File: src/rtl/sfr_ext.sv
// sfr_ext: writable SFR bank at addresses 8..15.
// It holds a cycle counter, a retired-instruction counter, a countdown timer
// with an interrupt, and two scratch registers. dout is 0 outside 8..E so the
// CPU read mux can OR it with the read-only SFR file.
module sfr_ext #(
  parameter int          WIDTH   = 32,
  parameter logic [31:0] SCR_RST = '0
) (
  input  logic             clk,
  input  logic             reset,
  input  logic [3:0]       addr,
  input  logic             cen,
  input  logic             wen,
  input  logic [WIDTH-1:0] din,
  input  logic             retire,
  output logic [WIDTH-1:0] dout,
  output logic             timer_irq
);

  localparam logic [3:0] A_CYC  = 4'h8;
  localparam logic [3:0] A_RET  = 4'h9;
  localparam logic [3:0] A_TMR  = 4'hA;
  localparam logic [3:0] A_TCTL = 4'hB;
  localparam logic [3:0] A_TRLD = 4'hC;
  localparam logic [3:0] A_SCR0 = 4'hD;
  localparam logic [3:0] A_SCR1 = 4'hE;

  logic [WIDTH-1:0] cyc, ret, tmr, trld, scr0, scr1;
  logic             en, ar, expf, ie;

  logic wr;
  logic tick, expire;

  assign wr = cen & wen;

  // The timer steps only when enabled and not parked at 0. A TMR write in the
  // same cycle overrides the step, so an expiry that would happen then is dropped.
  assign tick   = en && (tmr != '0);
  assign expire = tick && (tmr == WIDTH'(1)) && !(wr && addr == A_TMR);

  // Free-running counters; a write wins over that cycle's increment.
  always_ff @(posedge clk or posedge reset) begin
    if (reset) begin
      cyc <= '0;
      ret <= '0;
    end else begin
      cyc <= (wr && addr == A_CYC) ? din : cyc + WIDTH'(1);
      if (wr && addr == A_RET)
        ret <= din;
      else if (retire)
        ret <= ret + WIDTH'(1);
    end
  end

  // Timer count, control and reload. Expiry sets EXP even when a W1C clear
  // lands in the same cycle.
  always_ff @(posedge clk or posedge reset) begin
    if (reset) begin
      tmr  <= '0;
      trld <= '0;
      en   <= 1'b0;
      ar   <= 1'b0;
      expf <= 1'b0;
      ie   <= 1'b0;
    end else begin
      if (wr && addr == A_TMR)
        tmr <= din;
      else if (tick)
        tmr <= (tmr == WIDTH'(1)) ? (ar ? trld : '0) : tmr - WIDTH'(1);

      if (wr && addr == A_TRLD)
        trld <= din;

      if (wr && addr == A_TCTL) begin
        en   <= din[0];
        ar   <= din[1];
        ie   <= din[3];
        expf <= expire | (expf & ~din[2]);
      end else begin
        expf <= expf | expire;
      end
    end
  end

  // Scratch registers.
  always_ff @(posedge clk or posedge reset) begin
    if (reset) begin
      scr0 <= WIDTH'(SCR_RST);
      scr1 <= WIDTH'(SCR_RST);
    end else begin
      if (wr && addr == A_SCR0) scr0 <= din;
      if (wr && addr == A_SCR1) scr1 <= din;
    end
  end

  // Read mux: not gated by cen; unmapped addresses read 0.
  always_comb begin
    dout = '0;
    case (addr)
      A_CYC:   dout = cyc;
      A_RET:   dout = ret;
      A_TMR:   dout = tmr;
      A_TCTL:  dout = WIDTH'({ie, expf, ar, en});
      A_TRLD:  dout = trld;
      A_SCR0:  dout = scr0;
      A_SCR1:  dout = scr1;
      default: dout = '0;
    endcase
  end

  assign timer_irq = expf & ie;

endmodule

File: config.mk
export PLATFORM = sky130hd
export DESIGN_NAME = sfr_ext
export DESIGN_NICKNAME = d
export VERILOG_FILES = /design/src/rtl/sfr_ext.sv
export SDC_FILE = /design/constraint.sdc
export NUM_CORES = 1
export LEC_CHECK = 0
export BUFFER_PORTS_ARGS = -buffer_cell sky130_fd_sc_hd__buf_2
export CAP_MARGIN = 25
export CORE_ASPECT_RATIO = 1.1
export CORE_UTILIZATION = 36
export DETAILED_ROUTE_END_ITERATION = 8
export PLACE_DENSITY = 0.58
export SYNTH_ARGS = -nofsm -noshare
export SYNTH_HDL_FRONTEND = slang
export SYNTH_SLANG_ARGS = --single-unit
File: constraint.sdc
create_clock -name clk -period 6.7 [get_ports clk]
set_input_delay 0.335 -clock clk [delete_from_list [all_inputs] [get_ports clk]]
set_output_delay 0.335 -clock clk [all_outputs]
set_load 0.005 [all_outputs]
Word level (Yosys, flattened, before mapping)
Cells that the tools add are included.

Bits in writable memories: 0. Memories kept: 0. Bits of input ports: 41. Bits in latches: 0. Bits in registers: 196. Word-level logic and storage cells: 50. Memory bits (read-only): 0.

Eq/ne operators: 8. Multiplexer cells: 9. $add $sub $neg: 3. Reduce and logical (&&, ||, !) cells: 14. Multipliers: 0. Magnitude comparators: 0. Shift operators: 0. Divide/modulo/power cells: 0. Bitwise operators: 6.

Operators by type and width (number): 2-to-1 mux 32 bit (7); one-hot mux 32 bit (7 select lines) (1); adder 32 x 1 -> 32 bit, second input constant (2); equality test 32 x 1 -> 1 bit, second input constant (1); nonzero test 32 bit (1); subtractor 32 x 1 -> 32 bit, second input constant (1); equality test 4 bit, second input constant (7); logical AND 1 bit (10); nonzero test 2 bit (2); AND 1 bit (3); bitwise OR 1 bit (2); zero test 1 bit (1); 2-to-1 mux 1 bit (1); inverter 1 bit (1).

Longest topological paths before layout
Gate-level depths: netlist (run 1).

Depth after elaboration: 6. Depth in mapped cells: 9. Gate-level depth less buffers: 8.

Least setup slack after synthesis (run 1)
Ideal clock, no wire load.

Path type: flip-flop to flip-flop. From: register tmr[18]. To: register tmr[17]. Library setup time: 126 ps. Required time: 6574 ps. Data arrival time: 2511 ps. Cell stages (with the launch flop): 9. Clock period less this slack: 2637 ps. Slack: 4063 ps. Path buffers: 3. Cells stage by stage: dfrtp_1 > or4_1 > buf_2 > or3_1 > buf_2 > nor4_4 > buf_4 > o21ai_1 > a221o_1.

Longest elaborated chain between the ends: 4.

Ends and longest elaborated chain: from (decl) (RTL line 28) `logic [WIDTH-1:0] cyc, ret, tmr, trld, scr0, scr1;`; from (signal assigned) (RTL line 67) `tmr <= din;`; from (signal assigned) (RTL line 69) `tmr <= (tmr == WIDTH'(1)) ? (ar ? trld : '0) : tmr - WIDTH'(1);`; equality test 32 x 1 -> 1 bit (RTL line 69); 2-to-1 mux 32 bit (RTL line 69); 2-to-1 mux 32 bit (RTL line 68) `else if (tick)`; 2-to-1 mux 32 bit (RTL line 66) `if (wr && addr == A_TMR)`.

Several ways; a longest one is shown, not always the timed one. The select of a mux whose other input is x is not followed. A chain may end at the register's enable or synchronous reset.

Worst setup path after layout (run 1)
From: register tmr[18]. To: register tmr[4].

Same word-level chain as after synthesis.

==> results of run 1 <==
[state kept, by name (all words and copies together) (netlist names)]
signal	count
ie	1
cyc	32
scr1	32
tmr	32
trld	32
en	1
ar	1
ret	32
scr0	32
expf	1
[worst paths after layout]
| path | start | end | slack, ns | cells after the start |
|---|---|---|---|---|
| hold / removal | din[7] | tmr[7] | 0.16 | 3 |
| setup reg to reg | tmr[18] | tmr[4] | 3.31 | 7 |
| hold reg to reg | scr1[17] | scr1[17] | 0.51 | 1 |
| min in group asynchronous | reset | cyc[31] | 0.43 | 3 |
| setup / recovery | tmr[18] | tmr[4] | 3.31 | 7 |
| max in group asynchronous | reset | trld[17] | 4.69 | 5 |
[routing by layer]
layer | vias to the layer above | share of wire [%] | track usage (%)
li1 | 4157 | - | -
met1 | 4478 | 45 | 28.9
met4 | 0 | 2.4 | 7.44
met3 | 39 | 4.1 | 2.73
met2 | 252 | 48 | 36.5
met5 | - | 0 | 0
[logic make-up (layout without fill, tap and decap cells)]
logic type | count (synthesis) | in the layout | share of synthesized area (%)
compound gates | 264 | 264 | 16.1
buf+inv | 89 | 148 | 3.27
mux | 103 | 103 | 10.8
fa+ha+maj | 4 | 4 | 0.469
simple gates | 376 | 376 | 16.8
xor+xnor | 79 | 79 | 6.49
flops | 196 | 196 | 46.0
[metrics by stage]
| stage | util (%) | worst slack, ns | std cells | hold WS [ns] |
|---|---|---|---|---|
| after detailed placement | 39.7 | 3.36 | 1503 | 0.496 |
| after global routing | 41.9 | 3.09 | 1538 | 0.177 |
| after global placement | 39.6 | 3.45 | 1502 | 0.488 |
| final | 41.9 | 3.31 | 1538 | 0.164 |
| after CTS | 41.8 | 3.34 | 1535 | 0.153 |
| after floorplan | - | 1.02 | 1111 | 0.450 |
[cell type report]
class,count,share of cell area (%)
multi-input combinational,826,45.2
sequential,196,40.5
timing repair buffer,99,4.83
tap,368,3.80
clock buffer,19,3.74
clock inverter,13,1.30
inverter,17,0.589
[placed cells by master, fill, tap and decap left out, types with 5 or more instances in the layout]
| cell type | instances |
|---|---|
| and4_1 | 5 |
| buf_2 | 73 |
| buf_4 | 22 |
| nor2_1 | 123 |
| nand4_1 | 20 |
| nand2_1 | 62 |
| nand3_1 | 69 |
| inv_1 | 15 |
| and3_1 | 16 |
| a22oi_1 | 90 |
| o21ai_0 | 23 |
| dfrtp_1 | 196 |
| clkbuf_16 | 17 |
| nor4_1 | 10 |
| xor2_1 | 26 |
| xnor2_1 | 53 |
| or4_1 | 6 |
| nor3_1 | 31 |
| or3_1 | 8 |
| a21oi_1 | 92 |
| mux2_2 | 99 |
| a31oi_1 | 7 |
| a311oi_1 | 6 |
| nor3_2 | 5 |
| o21ai_1 | 9 |
[power by group through the flow]
| stage | clock, uW | sequential (uW) | combinational [uW] |
|---|---|---|---|
| after floorplan | 0 | 1780 | 729 |
| after global placement | 0 | 1910 | 894 |
| after detailed placement | 0 | 1920 | 915 |
| after CTS | 1090 | 1900 | 924 |
| after global routing | 1140 | 1960 | 1040 |
| final | 1070 | 1910 | 923 |
[worst register-to-register path: cells and delay by family, from the launching register on]
family                 cells  cell delay, ns
AND/OR/NAND/NOR            4            2.22
flip-flops                 1            0.43
buffers and inverters      1            0.37
AO/OA/AOI/OAI              2            0.29
==> flow_summary.yaml, run 1 <==
yosys:
  postSynthAreaPerCell_sq_um: 9.60
  synth.largest_area_cell: "dfrtp_1"
  async_reset_ff_share_pct: 100
  ys_seq_area_share_pct: 46.0
  synthMostInstantiatedCell: "dfrtp_1"
  synth-edff-count: 0
  synth_commonest_cells: "dfrtp_1 (196), nor2_1 (127), mux2_2 (99)"
  synth_area_leaders: "dfrtp_1 (46%), mux2_2 (10%), a22oi_1 (6.3%)"
  ys.flop_type: "dfrtp_1"
  yosysUniqueCellTypes: 53
  syn_area_sq_um: 10700
  syn_inst: 1111
  ys.warnings.count: 0
  synth_top_area_share_pct: 46.0
  ys_seq_elements: 196
  synth.net_count: 1156
run:
  maxCapViolCount: 0
worst_setup_path:
  cp-end-kind: "flip-flop"
  path_class: "flip-flop to flip-flop"
  crit_buf_inv: 1
  path_max_fanout: 19
  crit_slowest_cell: "nor4_4"
  cp.arrival_ns: 3.75
  crit_required_ns: 7.07
  crit_path_max_incr_delay_ns: 0.82
  cp-start-kind: "flip-flop"
  path_cells: "or4_1 -> or3_1 -> nor4_4 -> buf_4 -> and3_1 -> o21ai_0 -> a31oi_1"
  crit_family: "simple AND/OR/NAND/NOR gates"
power_and_ir_drop:
  power_density_nw_per_um2: 323
  peakVddDrop_uv: 185
  intPower_uw: 2520
  switchingPower_uw: 1380
  clock_power_share_pct: 27.4
  pwr-share-comb_pct: 23.6
  seqPwrFrac_pct: 48.9
  sw_frac_of_total_pct: 35.4
  p_leak_uw: 0.00498
  p_total_uw: 3910
place:
  routabilityCongestion: 0.855
  hpwl_mm: 21.4
  portBuffers: 73
  dpl-instance-area_sq_um: 11400
cells_and_area:
  regArea_sq_um: 4900
  stdcell_area_sq_um: 12100
  drive_above_1_share_pct: 21.0
  syn2layout_area_growth_pct: 13.5
  nFillCells: 2834
  nNetsFinal: 1202
  n_antenna_cell: 0
  multiInputGateArea_sq_um: 5470
drt:
  viasPerCell: 5.80
  first_pass_iters: 9
  vias: 8926
  wl_per_cell_microns: 20.6
  drtIter0Drc: 759
  drt_wl_total_mm: 31.8
  remaining_drc_errors: 8
  postRouteAntennaNets: 0
die:
  num_io_pins: 74
  start_util_pct: 36.9
  core_area_sq_um: 28900
  fp-row-count: 65
  die_h_microns: 183
  die-width_microns: 166
  die-area_sq_um: 30300
timing:
  worstMarginPinSlew_ns: 0.928
  slew_headroom_pct: 38.1
  hold_viol: 0
  clock_skew_ns: 0.0167
  period_share_pct: 50.5
  slew_violations: 0
  fin_tns_setup_ns: 0
  clock.fmax_mhz: 295
  rsz0062_at_grt: "false"
  setup_viol: 0
  fin_crit_ns: 3.39
clock_tree:
  cts.sink_count: 196
  post_cts_buffers: 0
  cts-buffers-inserted: 17
  htreeDepth: 4
  cts_tree: "built"
  cts-resized-gates: 0
  clk_pin_slew_worst_paths_ns: 0.08
  clk_latency_ns: 0.45
  clock_tree.buffer_depth: 2
  hold_buffers: 0
  cts_root_buf: "clkbuf_16"
grt:
  antenna_found_initial: 0
  grt_pass1_wl_mm: 51.5
  overflow: 0
  grt_pass1_vias: 8922
  grt_max_degree: 135
  track_usage_pct: 21.7
worst_hold_path:
  worstHoldPathType: "input pin to flip-flop"
outcome:
  violations: "design-rule violations"
  status: "complete, but fails checks"
(Power assumes the default switching activity.)
==> run 2: changes to the inputs <==
Settings changed: ABC_AREA set to 1.
Clock period 6.7 ns to 3.3 ns, I/O delays scaled along.
==> flow_summary.yaml, run 2 <==
outcome:
  status: "finished, final reports clean"
worst_setup_path:
  cp-end-kind: "output pin"
  reg2reg_depth: 9
  path_class: "input pin to output pin"
  cp-start-kind: "input pin"
  crit_required_ns: 3.13
  rr_startpoint: "tmr[20]"
  rr_endpoint: "tmr[7]"
  cp.arrival_ns: 2.30
  regToRegSetupSlack_ns: 1.14
  path_max_fanout: 23
clock_tree:
  htreeDepth: 4
  cts.sink_count: 196
  cts_tree: "built"
  cts_root_buf: "clkbuf_16"
  post_cts_buffers: 0
  cts-resized-gates: 0
  hold_buffers: 8
  clock_tree.buffer_depth: 2
  cts-buffers-inserted: 17
  clk_latency_ns: 0.46
  clk_pin_slew_worst_paths_ns: 0.08
yosys:
  synth_area_leaders: "dfrtp_1 (42%), nand2_1 (18%), o21ai_0 (7.2%)"
  postSynthAreaPerCell_sq_um: 6.99
  ys_seq_area_share_pct: 41.9
  synth.net_count: 1721
  async_reset_ff_share_pct: 100
  synth_top_area_share_pct: 41.9
  yosysUniqueCellTypes: 34
  syn_area_sq_um: 11700
  syn_inst: 1676
  ys_seq_elements: 196
  synth_commonest_cells: "nand2_1 (563), dfrtp_1 (196), o21ai_0 (169)"
  synth.largest_area_cell: "dfrtp_1"
  ys.flop_type: "dfrtp_1"
  synth-edff-count: 0
  ys.warnings.count: 0
  synthMostInstantiatedCell: "nand2_1"
timing:
  slew_violations: 0
  period_share_pct: 74.6
  setup_viol: 0
  clock.fmax_mhz: 406
  rsz0062_at_grt: "false"
  slew_headroom_pct: 42.7
  hold_viol: 0
  clock_skew_ns: 0.0129
  worstMarginPinSlew_ns: 0.859
  worst_slack_ns: 0.839
  fin_tns_setup_ns: 0
  fin_crit_ns: 2.46
grt:
  overflow: 0
  grt_pass1_vias: 11200
  grt_pass1_wl_mm: 69.2
  grt_max_degree: 59
  use_met1_pct: 39.6
  met2_usage_pct: 44.2
  antenna_found_initial: 1
  top_usage_layer: "met2"
  grt_use_met3_pct: 3.56
  track_usage_pct: 28.0
die:
  die_h_microns: 191
  die-area_sq_um: 33300
  num_io_pins: 74
  die-width_microns: 174
  start_util_pct: 36.9
  core_area_sq_um: 31700
  fp-row-count: 68
cells_and_area:
  n_antenna_cell: 0
  mostFrequentLayoutCells: "nand2_1 (560), dfrtp_1 (196), o21ai_0 (169), inv_1 (160), nor2_1 (152)"
  stdcell_area_sq_um: 13200
  mostFrequentLayoutCell: "nand2_1"
  syn2layout_area_growth_pct: 12.8
  final_util_pct: 41.6
  nNetsFinal: 1782
  drive_above_1_share_pct: 9.21
  nFillCells: 3373
power_and_ir_drop:
  peakVddDrop_uv: 285
  p_leak_uw: 0.00627
  power_density_nw_per_um2: 663
  p_total_uw: 8760
place:
  routabilityCongestion: 0.924
  dpl-instance-area_sq_um: 12600
  hpwl_mm: 34.9
  portBuffers: 73
  preCtsSetupSlack_ns: 0.900
worst_hold_path:
  min_from: "din[2]"
  worstHoldPathType: "input pin to flip-flop"
  min_path_cells: 3
  worstHoldEndpoint: "ret[2]"
drt:
  wl_per_cell_microns: 21.0
  remaining_drc_errors: 0
  viasPerCell: 5.44
  vias: 11800
  postRouteAntennaNets: 0
  drt_wl_total_mm: 45.6
  drtIter0Drc: 1122
  first_pass_iters: 5
run:
  maxCapViolCount: 0
[run 2: logic make-up (layout without fill, tap and decap cells)]
group / after synthesis / in the layout / synth area share [%]
compound gates: 281 / 281 / 13.5
xor+xnor: 61 / 61 / 4.56
fa+ha+maj: 4 / 4 / 0.427
buf+inv: 236 / 308 / 8.02
flops: 196 / 196 / 41.9
simple gates: 898 / 898 / 31.6
[run 2: power by group]
part	switching [uW]	leakage [uW]	internal [uW]
Clock	1000	0.000269	1110
Sequential	735	0.00253	2990
Combinational	1970	0.00347	947
[run 2: per-layer routing]
| metal | share of wire (%) | vias to the layer above |
|---|---|---|
| met2 | 46 | 455 |
| li1 | - | 5561 |
| met3 | 6.0 | 71 |
| met5 | 0.029 | - |
| met4 | 2.8 | 2 |
| met1 | 46 | 5705 |
[run 2: per-stage QoR]
stage	cells	hold WS [ns]
global route	2168	0.0459
CTS	2168	0.0238
finish	2168	0.0388
global placement	2130	0.310
detailed placement	2130	0.315
floorplan	1676	0.282
[run 2: worst max-delay path, cell delays in order]
cell	delay, ns
buf_2	0.09
inv_1	0.03
nand2_1	0.06
inv_1	0.07
nand2_1	0.41
inv_1	0.55
a221oi_1	0.56
nand3_1	0.18
buf_2	0.17
[run 2: area by class of cell]
| type | count | area, sq um | share of cell area (%) |
|---|---|---|---|
| clock inverters | 12 | 133 | 1.00 |
| inverters | 175 | 666 | 5.04 |
| multi-input cells | 1244 | 5880 | 44.5 |
| repair buffers | 103 | 673 | 5.10 |
| flip-flops and latches | 196 | 4900 | 37.1 |
| well taps | 420 | 526 | 3.98 |
| clock buffers | 18 | 429 | 3.25 |
[run 2: worst max path at each step]
stage               startpoint      end  slack (ns)  cells after the start
floorplan                reset       ar        0.60                      1
global placement       addr[2]  dout[4]        0.98                      9
detailed placement     addr[2]  dout[4]        0.90                      9
CTS                    addr[2]  dout[4]        0.89                      9
global route           addr[2]  dout[4]        0.77                      9
finish                 addr[2]  dout[4]        0.84                      9
==> run 3: changes to the inputs <==
Settings changed: ABC_AREA 1 to 0, PLACE_DENSITY 0.58 to 0.6.
Clock period 3.3 ns to 2.1 ns, I/O delays scaled along.
==> flow_summary.yaml, run 3 (synthesized netlist as in run 1, its figures left out) <==
power_and_ir_drop:
  sw_frac_of_total_pct: 35.1
  pwr-share-comb_pct: 34.5
  switchingPower_uw: 4880
  peakVddDrop_uv: 491
  seqPwrFrac_pct: 41.5
  power_density_nw_per_um2: 982
  p_leak_uw: 0.00600
  clock_power_share_pct: 24.0
  intPower_uw: 9010
  p_total_uw: 13900
clock_tree:
  clk_latency_ns: 0.45
  cts-buffers-inserted: 17
  cts.sink_count: 196
  cts_tree: "built"
  clk_pin_slew_worst_paths_ns: 0.07
  cts_root_buf: "clkbuf_16"
  htreeDepth: 4
  clock_tree.buffer_depth: 2
timing:
  clock_skew_ns: 0.0153
  rsz0062_at_grt: "true"
  fin_tns_setup_ns: -8.97
  worst_slack_ns: -0.373
  worstMarginPinSlew_ns: 0.688
  slew_headroom_pct: 54.0
  period_share_pct: 118
  setup_viol: 32
  fin_crit_ns: 2.47
  clock.fmax_mhz: 404
  slew_violations: 0
  hold_viol: 0
  hold_slack_ns: 0.0225
cells_and_area:
  drive_above_1_share_pct: 33.8
  mostFrequentLayoutCells: "dfrtp_1 (194), buf_4 (143), nor2_1 (119), mux2_2 (99), a22oi_1 (89)"
  syn2layout_area_growth_pct: 32.7
  stdcell_area_sq_um: 14100
  nNetsFinal: 1383
  mostFrequentLayoutCell: "dfrtp_1"
place:
  portBuffers: 73
  routabilityCongestion: 0.934
  dpl-instance-area_sq_um: 12600
  hpwl_mm: 24.1
drt:
  remaining_drc_errors: 10
  wl_per_cell_microns: 19.6
  postRouteAntennaNets: 0
  vias: 9686
  drtIter0Drc: 763
  drt_wl_total_mm: 33.7
  first_pass_iters: 9
  viasPerCell: 5.63
grt:
  overflow: 0
  track_usage_pct: 22.4
  grt_pass1_wl_mm: 53.5
  grt_pass1_vias: 9538
  grt_max_degree: 43
  antenna_found_initial: 1
worst_setup_path:
  path_max_fanout: 6
  crit_required_ns: 2.42
  path_class: "flip-flop to flip-flop"
  reg2reg_depth: 8
  rr_startpoint: "tmr[19]"
  cp-start-kind: "flip-flop"
  crit_start: "tmr[19]"
  cp-end-kind: "flip-flop"
  cp.arrival_ns: 2.79
die:
  die-width_microns: 166
  start_util_pct: 36.9
  die_h_microns: 183
  die-area_sq_um: 30300
  core_area_sq_um: 28900
  num_io_pins: 74
  fp-row-count: 65
outcome:
  status: "complete, but fails checks"
  violations: "design-rule violations, negative setup slack"
worst_hold_path:
  worstHoldPathType: "input pin to flip-flop"
  min_path_cells: 3
  min_from: "din[19]"
run:
  maxCapViolCount: 0
[run 3: cell types whose count changed in the layout (fill, tap and decap cells not counted), moves of 30 or more]
cell,change
nand3_1,-30
nand2_1,-499
a21oi_1,+54
o21ai_0,-160
a22oi_1,+89
inv_1,-145
nor2_1,-33
buf_4,+126
xnor2_1,+42
mux2_2,+99
[run 3: through the flow]
stage	worst slack (ns)	util, %	cells
final	-0.373	49.0	1720
after global routing	-0.411	49.0	1719
after CTS	-0.363	47.6	1710
after detailed placement	-0.399	43.7	1636
after global placement	-0.325	43.7	1636
after floorplan	-0.537	-	1111
[run 3: power by group through the flow]
| stage | registers (uW) | logic (uW) | clock network [uW] |
|---|---|---|---|
| floorplan | 5700 | 2430 | 0 |
| global placement | 5740 | 4260 | 0 |
| detailed placement | 5780 | 4330 | 0 |
| CTS | 5720 | 4510 | 3390 |
| global route | 5900 | 5220 | 3540 |
| finish | 5760 | 4800 | 3330 |
[run 3: worst paths after layout]
path                            endpoint  slack, ns
worst max-delay path             tmr[17]      -0.37
worst min-delay path             cyc[19]       0.02
worst max register to register   tmr[17]      -0.37
worst min register to register  scr0[23]       0.51
max in group asynchronous        cyc[24]       1.11
min in group asynchronous       scr0[31]       0.31
[run 3: worst max-delay path, cell delays in order (launching register included)]
cell     delay (ns)
dfrtp_1        0.39
or4_4          0.54
or3_4          0.36
buf_6          0.14
buf_6          0.11
o31ai_4        0.22
buf_6          0.18
nor2_4         0.07
a221o_1        0.34
[run 3: final cells by class]
cell class,instances,area (sq um)
fillers,2648,14700
multi-input cells,826,5850
flip-flops and latches,196,4910
repair buffers,280,2270
well taps,368,460
clock buffers,17,425
clock inverters,15,163
inverters,17,67.6
diodes,1,2.50
[run 3: repair_timing]
| action | CTS | global route |
|---|---|---|
| hold buffers | 32 | 0 |
| gates resized for setup | 30 | 57 |
| gates cloned | 0 | 3 |
| pin swaps | 14 | 33 |
| endpoints found under the setup margin | 40 | 43 |
| endpoints found under the hold margin | 171 | 0 |
| buffers inserted | 10 | 7 |
[run 3: layer usage]
layer | track usage (%) | up-vias | wire length [microns]
li1 | - | 4543 | -
met3 | 2.73 | 48 | 1370
met2 | 38.6 | 266 | 17000
met4 | 6.54 | 0 | 635
met5 | 0 | - | 0
met1 | 29.4 | 4829 | 14800
